**src/rtl/sa_autosa_pdp_pkg.sv**
```systemverilog
// Shared constants and types for the AUTOSA PDP pooling datapath.
package sa_autosa_pdp_pkg;

    localparam int PDP_LANES = 8;
    localparam int PDP_IW    = 8;
    localparam int PDP_OW    = 11;

    localparam logic [1:0] POOL_MAX = 2'd0;
    localparam logic [1:0] POOL_MIN = 2'd1;
    localparam logic [1:0] POOL_SUM = 2'd2;

    localparam int INFO_LINE_END = 73;
    localparam int INFO_CUBE_END = 77;

    typedef struct packed {
        logic [1:0] method;
        logic [2:0] km1;
    } cal1d_cfg_t;

endpackage

```
**src/rtl/sa_autosa_pdp_cal1d_lane.sv**
```systemverilog
// One pooling lane: sign-extends its input and folds it into a running
// max/min/sum accumulator for the current window.
module sa_autosa_pdp_cal1d_lane
    import sa_autosa_pdp_pkg::*;
#(
    parameter int IW = PDP_IW,
    parameter int OW = PDP_OW
) (
    input  logic          autosa_core_clk,
    input  logic          autosa_core_rstn,
    input  logic          clr,
    input  logic          en,
    input  logic          first,
    input  logic [1:0]    method,
    input  logic [IW-1:0] din,
    output logic [OW-1:0] res
);

    logic signed [OW-1:0] acc;
    logic signed [OW-1:0] ext;
    logic signed [OW-1:0] red;

    assign ext = {{(OW-IW){din[IW-1]}}, din};

    // Reserved method encoding falls through to max.
    always_comb begin
        red = ext;
        if (!first) begin
            case (method)
                POOL_MIN: red = (ext < acc) ? ext : acc;
                POOL_SUM: red = acc + ext;
                default:  red = (ext > acc) ? ext : acc;
            endcase
        end
    end

    assign res = red;

    always_ff @(posedge autosa_core_clk) begin
        if (!autosa_core_rstn)
            acc <= '0;
        else if (en)
            acc <= red;
        else if (clr)
            acc <= '0;
    end

endmodule

```
**src/rtl/sa_autosa_pdp_cal1d.sv**
```systemverilog
// Horizontal pooling: reduces non-overlapping windows of K input words
// (cut early at line/cube end) into one widened output word.
module sa_autosa_pdp_cal1d
    import sa_autosa_pdp_pkg::*;
#(
    parameter int LANES = PDP_LANES,
    parameter int IW    = PDP_IW,
    parameter int OW    = PDP_OW
) (
    input  logic                  autosa_core_clk,
    input  logic                  autosa_core_rstn,
    input  logic                  reg2dp_op_en,
    input  logic [1:0]            reg2dp_pooling_method,
    input  logic [2:0]            reg2dp_kernel_width,
    input  logic [LANES*IW+13:0]  nan_preproc_pd,
    input  logic                  nan_preproc_pvld,
    output logic                  nan_preproc_prdy,
    output logic [LANES*OW+1:0]   pooling1d_pd,
    output logic                  pooling1d_pvld,
    input  logic                  pooling1d_prdy,
    output logic                  cal1d_layer_done
);

    logic       op_en_d1;
    logic       op_en_load;
    logic       load_in;
    logic       close;
    logic       first;
    logic       line_end;
    logic       cube_end;
    cal1d_cfg_t cfg;
    cal1d_cfg_t cfg_eff;
    logic [2:0] win_cnt;
    logic [2:0] cnt_eff;
    logic [LANES-1:0][OW-1:0] lane_res;
    logic       unused_info;

    assign unused_info = ^{nan_preproc_pd[INFO_CUBE_END-1:INFO_LINE_END+1],
                           nan_preproc_pd[INFO_LINE_END-1:LANES*IW]};

    assign op_en_load       = reg2dp_op_en & ~op_en_d1;
    assign nan_preproc_prdy = ~autosa_core_rstn | ~pooling1d_pvld | pooling1d_prdy;
    assign load_in          = autosa_core_rstn & nan_preproc_pvld & nan_preproc_prdy;
    assign line_end         = nan_preproc_pd[INFO_LINE_END];
    assign cube_end         = nan_preproc_pd[INFO_CUBE_END];

    // A word arriving with the enable edge already belongs to the new layer.
    assign cfg_eff = op_en_load ? cal1d_cfg_t'{reg2dp_pooling_method, reg2dp_kernel_width} : cfg;
    assign cnt_eff = op_en_load ? 3'd0 : win_cnt;
    assign first   = (cnt_eff == 3'd0);
    assign close   = load_in & ((cnt_eff == cfg_eff.km1) | line_end | cube_end);

    assign cal1d_layer_done = pooling1d_pvld & pooling1d_prdy & pooling1d_pd[LANES*OW+1];

    always_ff @(posedge autosa_core_clk) begin
        if (!autosa_core_rstn) begin
            op_en_d1 <= 1'b0;
            cfg      <= '0;
        end else begin
            op_en_d1 <= reg2dp_op_en;
            if (op_en_load)
                cfg <= cfg_eff;
        end
    end

    always_ff @(posedge autosa_core_clk) begin
        if (!autosa_core_rstn)
            win_cnt <= 3'd0;
        else if (load_in)
            win_cnt <= close ? 3'd0 : cnt_eff + 3'd1;
        else if (op_en_load)
            win_cnt <= 3'd0;
    end

    for (genvar i = 0; i < LANES; i++) begin : g_lane
        sa_autosa_pdp_cal1d_lane #(.IW(IW), .OW(OW)) u_lane (
            .autosa_core_clk  (autosa_core_clk),
            .autosa_core_rstn (autosa_core_rstn),
            .clr              (op_en_load),
            .en               (load_in),
            .first            (first),
            .method           (cfg_eff.method),
            .din              (nan_preproc_pd[i*IW +: IW]),
            .res              (lane_res[i])
        );
    end

    // A closing window overrides a same-cycle drain, so pvld stays up.
    always_ff @(posedge autosa_core_clk) begin
        if (!autosa_core_rstn) begin
            pooling1d_pvld <= 1'b0;
            pooling1d_pd   <= '0;
        end else if (close) begin
            pooling1d_pvld <= 1'b1;
            pooling1d_pd   <= {cube_end, line_end, lane_res};
        end else if (pooling1d_prdy) begin
            pooling1d_pvld <= 1'b0;
        end
    end

endmodule

```
**config.mk**
```make
export PLATFORM = sky130hd
export DESIGN_NAME = sa_autosa_pdp_cal1d
export DESIGN_NICKNAME = d
export VERILOG_FILES = /design/src/rtl/sa_autosa_pdp_pkg.sv /design/src/rtl/sa_autosa_pdp_cal1d_lane.sv /design/src/rtl/sa_autosa_pdp_cal1d.sv
export SDC_FILE = /design/constraint.sdc
export NUM_CORES = 1
export LEC_CHECK = 0
export BUFFER_PORTS_ARGS = -buffer_cell sky130_fd_sc_hd__buf_2
export CAP_MARGIN = 20
export CORE_MARGIN = 2
export CORE_UTILIZATION = 35
export DETAILED_ROUTE_END_ITERATION = 10
export SYNTH_ARGS = -nofsm -noshare
export SYNTH_HDL_FRONTEND = slang
export SYNTH_SLANG_ARGS = --single-unit
export TNS_END_PERCENT = 30
```
**constraint.sdc**
```tcl
create_clock -name autosa_core_clk -period 3.35 [get_ports autosa_core_clk]
set_input_delay 0.335 -clock autosa_core_clk [delete_from_list [all_inputs] [get_ports autosa_core_clk]]
set_output_delay 0.335 -clock autosa_core_clk [all_outputs]
set_load 0.03 [all_outputs]
```
# After elaboration in Yosys (flattened, before gate mapping)
# Index checks and enable logic that the tools add are counted.
word_totals:
  regBits: 188
  in_bits: 88
  out_inout_bits: 93
op_classes:
  add_sub_neg: 9
  magnitude_cmp: 16
  eq_ne: 3
  n_mux: 47
  bitwise: 13
  reduce_logical: 3
op_table:
  columns: ["operator", "n"]
  rows:
  - ["11-bit two-way mux", 33]
  - ["11-bit one-hot mux with 2 select lines", 8]
  - ["11-bit by 8-bit adder with 11-bit output", 8]
  - ["8-bit by 11-bit greater-than comparator with 1-bit output", 8]
  - ["8-bit by 11-bit < comparator with 1-bit output", 8]
  - ["3-bit two-way mux", 3]
  - ["1-bit AND", 6]
  - ["5-bit two-way mux", 1]
  - ["1-bit OR", 4]
  - ["2-bit nonzero test", 2]
  - ["3-bit by 1-bit adder with 3-bit output (second input constant)", 1]
  - ["3-bit == test", 1]
  - ["3-bit logical NOT", 1]
  - ["1-bit inverter", 3]
  - ["2-bit by 1-bit == test with 1-bit output (second input constant)", 1]
  - ["2-bit == test (second input constant)", 1]
  - ["1-bit two-way mux", 2]

# Longest topological paths before layout
logic_depth:
  ltp_word: 9
  ltp_mapped: 13

# Modules after synthesis
# A second synthesis with hierarchy kept.
unflattened:
  cells_unflattened: 2492
  hier_area_um2: 19515.0
modules_own_cells:
  columns: ["module", "instances", "cells_per_inst", "area_each_um2", "seq_area_each_um2"]
  rows:
  - ["sa_autosa_pdp_cal1d_lane at g_lane[4].u_lane ...", 4, 263, 2005.7, 220.2]
  - ["sa_autosa_pdp_cal1d", 1, 441, 4010.1, 2001.9]
  - ["sa_autosa_pdp_cal1d_lane at g_lane[2].u_lane ...", 2, 248, 1858.0, 220.2]
  - ["sa_autosa_pdp_cal1d_lane at g_lane[1].u_lane", 1, 256, 1915.6, 220.2]
  - ["sa_autosa_pdp_cal1d_lane at g_lane[0].u_lane", 1, 247, 1850.5, 220.2]

# Worst setup path before layout
# OpenSTA, ideal clock, no wires.
synth_timing:
  path_type: "input to register"
  start: "input reg2dp_op_en"
  end: "register pooling1d_pd[35]"
  setup_ns: 0.074
  arrival_ns: 2.610
  t_required_ns: 3.276
  path_slack_ns: 0.665
  cell_stages: 12
  path_buffers: 3
  path_cell_list: "nor2b_1 -> buf_2 -> mux2i_1 -> inv_1 -> ha_1 -> clkinv_1 -> nand2_1 -> clkbuf_1 -> clkbuf_1 -> a221oi_1 -> a211o_1 -> o21ai_0"
synth_rtl:
  columns: ["item", "line_no", "source"]
  rows:
  - ["from (decl)", "sa_autosa_pdp_cal1d.sv:12", "input logic reg2dp_op_en,"]
  - ["to (signal assigned)", "sa_autosa_pdp_cal1d.sv:95", "pooling1d_pd <= {cube_end, line_end, lane_res};"]
  - ["to (decl)", "sa_autosa_pdp_cal1d.sv:18", "output logic [LANES*OW+1:0] pooling1d_pd,"]

==> flow_summary.ini <==
[synth]
avgSynthCellArea_um2 = 8.02
synthFlopType = dfxtp_1
synth_top_family_by_area = compound AO/OA/AOI/OAI gates
synth_compound_area_share_pct = 29.4
ys_ff_latch = 188
synth_fa_ha_area_share_pct = 14.6
async_reset_ff_share_pct = 0
ys_top_cells_by_area = dfxtp_1, ha_1, o21ai_0
synth_top_area_cell = dfxtp_1
seq_area_frac_synth_pct = 23.8
synth_area_mm2 = 0.0158
synth_warnings = 0
synth_xor_area_share_pct = 3.99
yosys-mux-area-fraction_pct = 4.24
synth_top_cell_area_share_pct = 23.8
ys_types = 90
postSynthCellCount = 1970
synth_edf_count = 0
synth_simple_gate_area_share_pct = 16.8
syn_nets = 2238

[sta]
fmax_mhz = 319
fin_setup_tns_ns = 0
relSlewSlack_pct = 33.0
worst_slew_pin_slew_ns = 1.01
period_needed_ns = 3.13
finalWorstSetupSlack_ns = 0.216
period_share_pct = 93.5
hold_violations = 0
fin_hold_ws_ns = 0.0671
rsz0062_at_grt = false
slew_violations = 0
setup_viol = 0
skew_ns = 0.0135

[layout]
final_cell_mix = dfxtp_1, ha_1, buf_2
finalNetCount = 2381
mostFrequentLayoutCell = dfxtp_1
fin_area_mm2 = 0.0182
syn2layout_area_growth_pct = 15.1
drive_above_1_share_pct = 17.3
final_util_pct = 40.9

[place]
io_buffer_count = 168
pre_cts_ws_ns = 0.0647
hpwl_um = 38100
placed_cell_area_mm2 = 0.0176
routabilityCongestion = 0.888

[clocking]
cts-htree-levels = 4
cts-root-buf = clkbuf_16
clk_latency_ns = 0.50
hold_buffers = 0
clock-sinks = 188
cts_tree = yes
post_cts_buffers = 0
numCtsBuffers = 17
postCtsResizedCells = 0
clk_path_buf_depth = 2
clkTransAtPathRegs_ns = 0.07

[global_route]
overflow = 0
antenna_found_initial = 4
grt_pass1_wl_um = 82600
grt_use_total_pct = 22.3
grt_max_degree = 65
grt_pass1_vias = 14900

[hold_path]
hold_path_class = input pin to flop

[die]
die_y_um = 216
io_pins = 181
die_x_um = 216
fp-row-count = 77
core-area_mm2 = 0.0444
dieArea_mm2 = 0.0469
initial_core_util_pct = 35.6

[route]
wirelength_um = 52800
postRouteAntennaNets = 0
drc = 0
via_per_inst = 5.72
vias = 15500
wl_per_cell_um = 19.4
dr.first_iter.drc_count = 1043
firstDrtPassIters = 6

[flow_run]
max_cap_viol_count = 0

[worst_setup_path]
crit_path_max_fanout = 14
critical_path.startpoint_type = flop
path_class = flop to flop
required_ns = 3.70
setup.worst_path.end_class = flop
crit_arrival_ns = 3.48

[outcome]
status = finished, final reports clean

[power_and_ir_drop]
ir_worst_vdd_mv = 0.337
power.leakage_nw = 7.69
powerDensity_mw_per_mm2 = 438
-- layer usage --
layer	track usage, %	share of wire [%]
met5	0	0.072
met4	8.65	2.9
met3	4.41	5.9
met2	36.7	46
met1	28.7	45
-- sequential cells by signal, summed over array words and instances (netlist names) --
| name | count |
|---|---|
| op_en_d1 | 1 |
| win_cnt | 3 |
| cfg | 5 |
| pooling1d_pd | 90 |
| pooling1d_pvld | 1 |
| g_lane.u_lane.acc | 88 |
-- Yosys cell counts (12+ instances only) --
cell,n
a21oi_1,83
a31oi_1,19
o211ai_1,18
nor2_1,136
a211oi_1,22
or4_1,12
clkbuf_1,82
nor3_1,27
a221oi_1,30
xnor2_1,51
mux2i_1,34
buf_2,32
dfxtp_1,188
nand3_1,76
ha_1,172
nand2_1,142
o21ai_0,158
nand2b_1,15
mux2_2,17
inv_1,146
nor4_1,12
a211o_1,12
a31o_2,12
and3_1,24
xor2_1,21
nand4_1,24
o311ai_0,12
o221ai_1,25
or3_1,14
o22ai_1,37
a32o_1,17
o31ai_1,27
a21o_1,22
nor2b_1,24
a22o_1,43
-- critical path, stage by stage (launching register included) --
cell and delay [ns]:
dfxtp_1 0.31, nor2b_1 0.32, mux2i_1 0.28, inv_1 0.07, ha_2 0.46, clkinv_1 0.15
buf_4 0.22, buf_4 0.20, o311ai_0 0.75, o21ai_0 0.21
-- path summary, 6_finish.rpt --
kind                 startpoint               end  slack [ns]  cells after the start
max                    op_en_d1  pooling1d_pd[22]        0.22                      9
min          nan_preproc_pd[73]  pooling1d_pd[88]        0.07                      2
max reg2reg            op_en_d1  pooling1d_pd[22]        0.22                      9
min reg2reg    pooling1d_pd[85]  pooling1d_pd[85]        0.45                      2
-- metrics by stage --
step | instances | power [W]
global route | 2716 | 0.00840
CTS | 2715 | 0.00799
floorplan | 1970 | 0.00485
global placement | 2686 | 0.00578
detailed placement | 2686 | 0.00583
finish | 2717 | 0.00796
-- where the power goes --
group	switching (W)	total, W	internal (W)
registers	0.000192	0.00265	0.00245
logic	0.00196	0.00318	0.00122
clock network	0.000972	0.00213	0.00116
-- kinds of logic after synthesis --
family,after synthesis
adder cells (fa/ha/maj),180
buffers and inverters,279
XOR/XNOR,72
AND/OR/NAND/NOR,543
multiplexers,60
AO/OA/AOI/OAI,648
flip-flops,188
-- area by class of cell --
cell class                      instances  area (um2)
Multi-Input combinational cell       1503       11000
Fill cell                            4467       26200
Timing Repair Buffer                  255        1570
Tap cell                              592         741
Antenna cell                            2        5.00
Inverter                              148         556
Sequential cell                       188        3760
Clock buffer                           19         433
Clock inverter                         10         146
No activity file was read; power rests on OpenSTA's default activity.
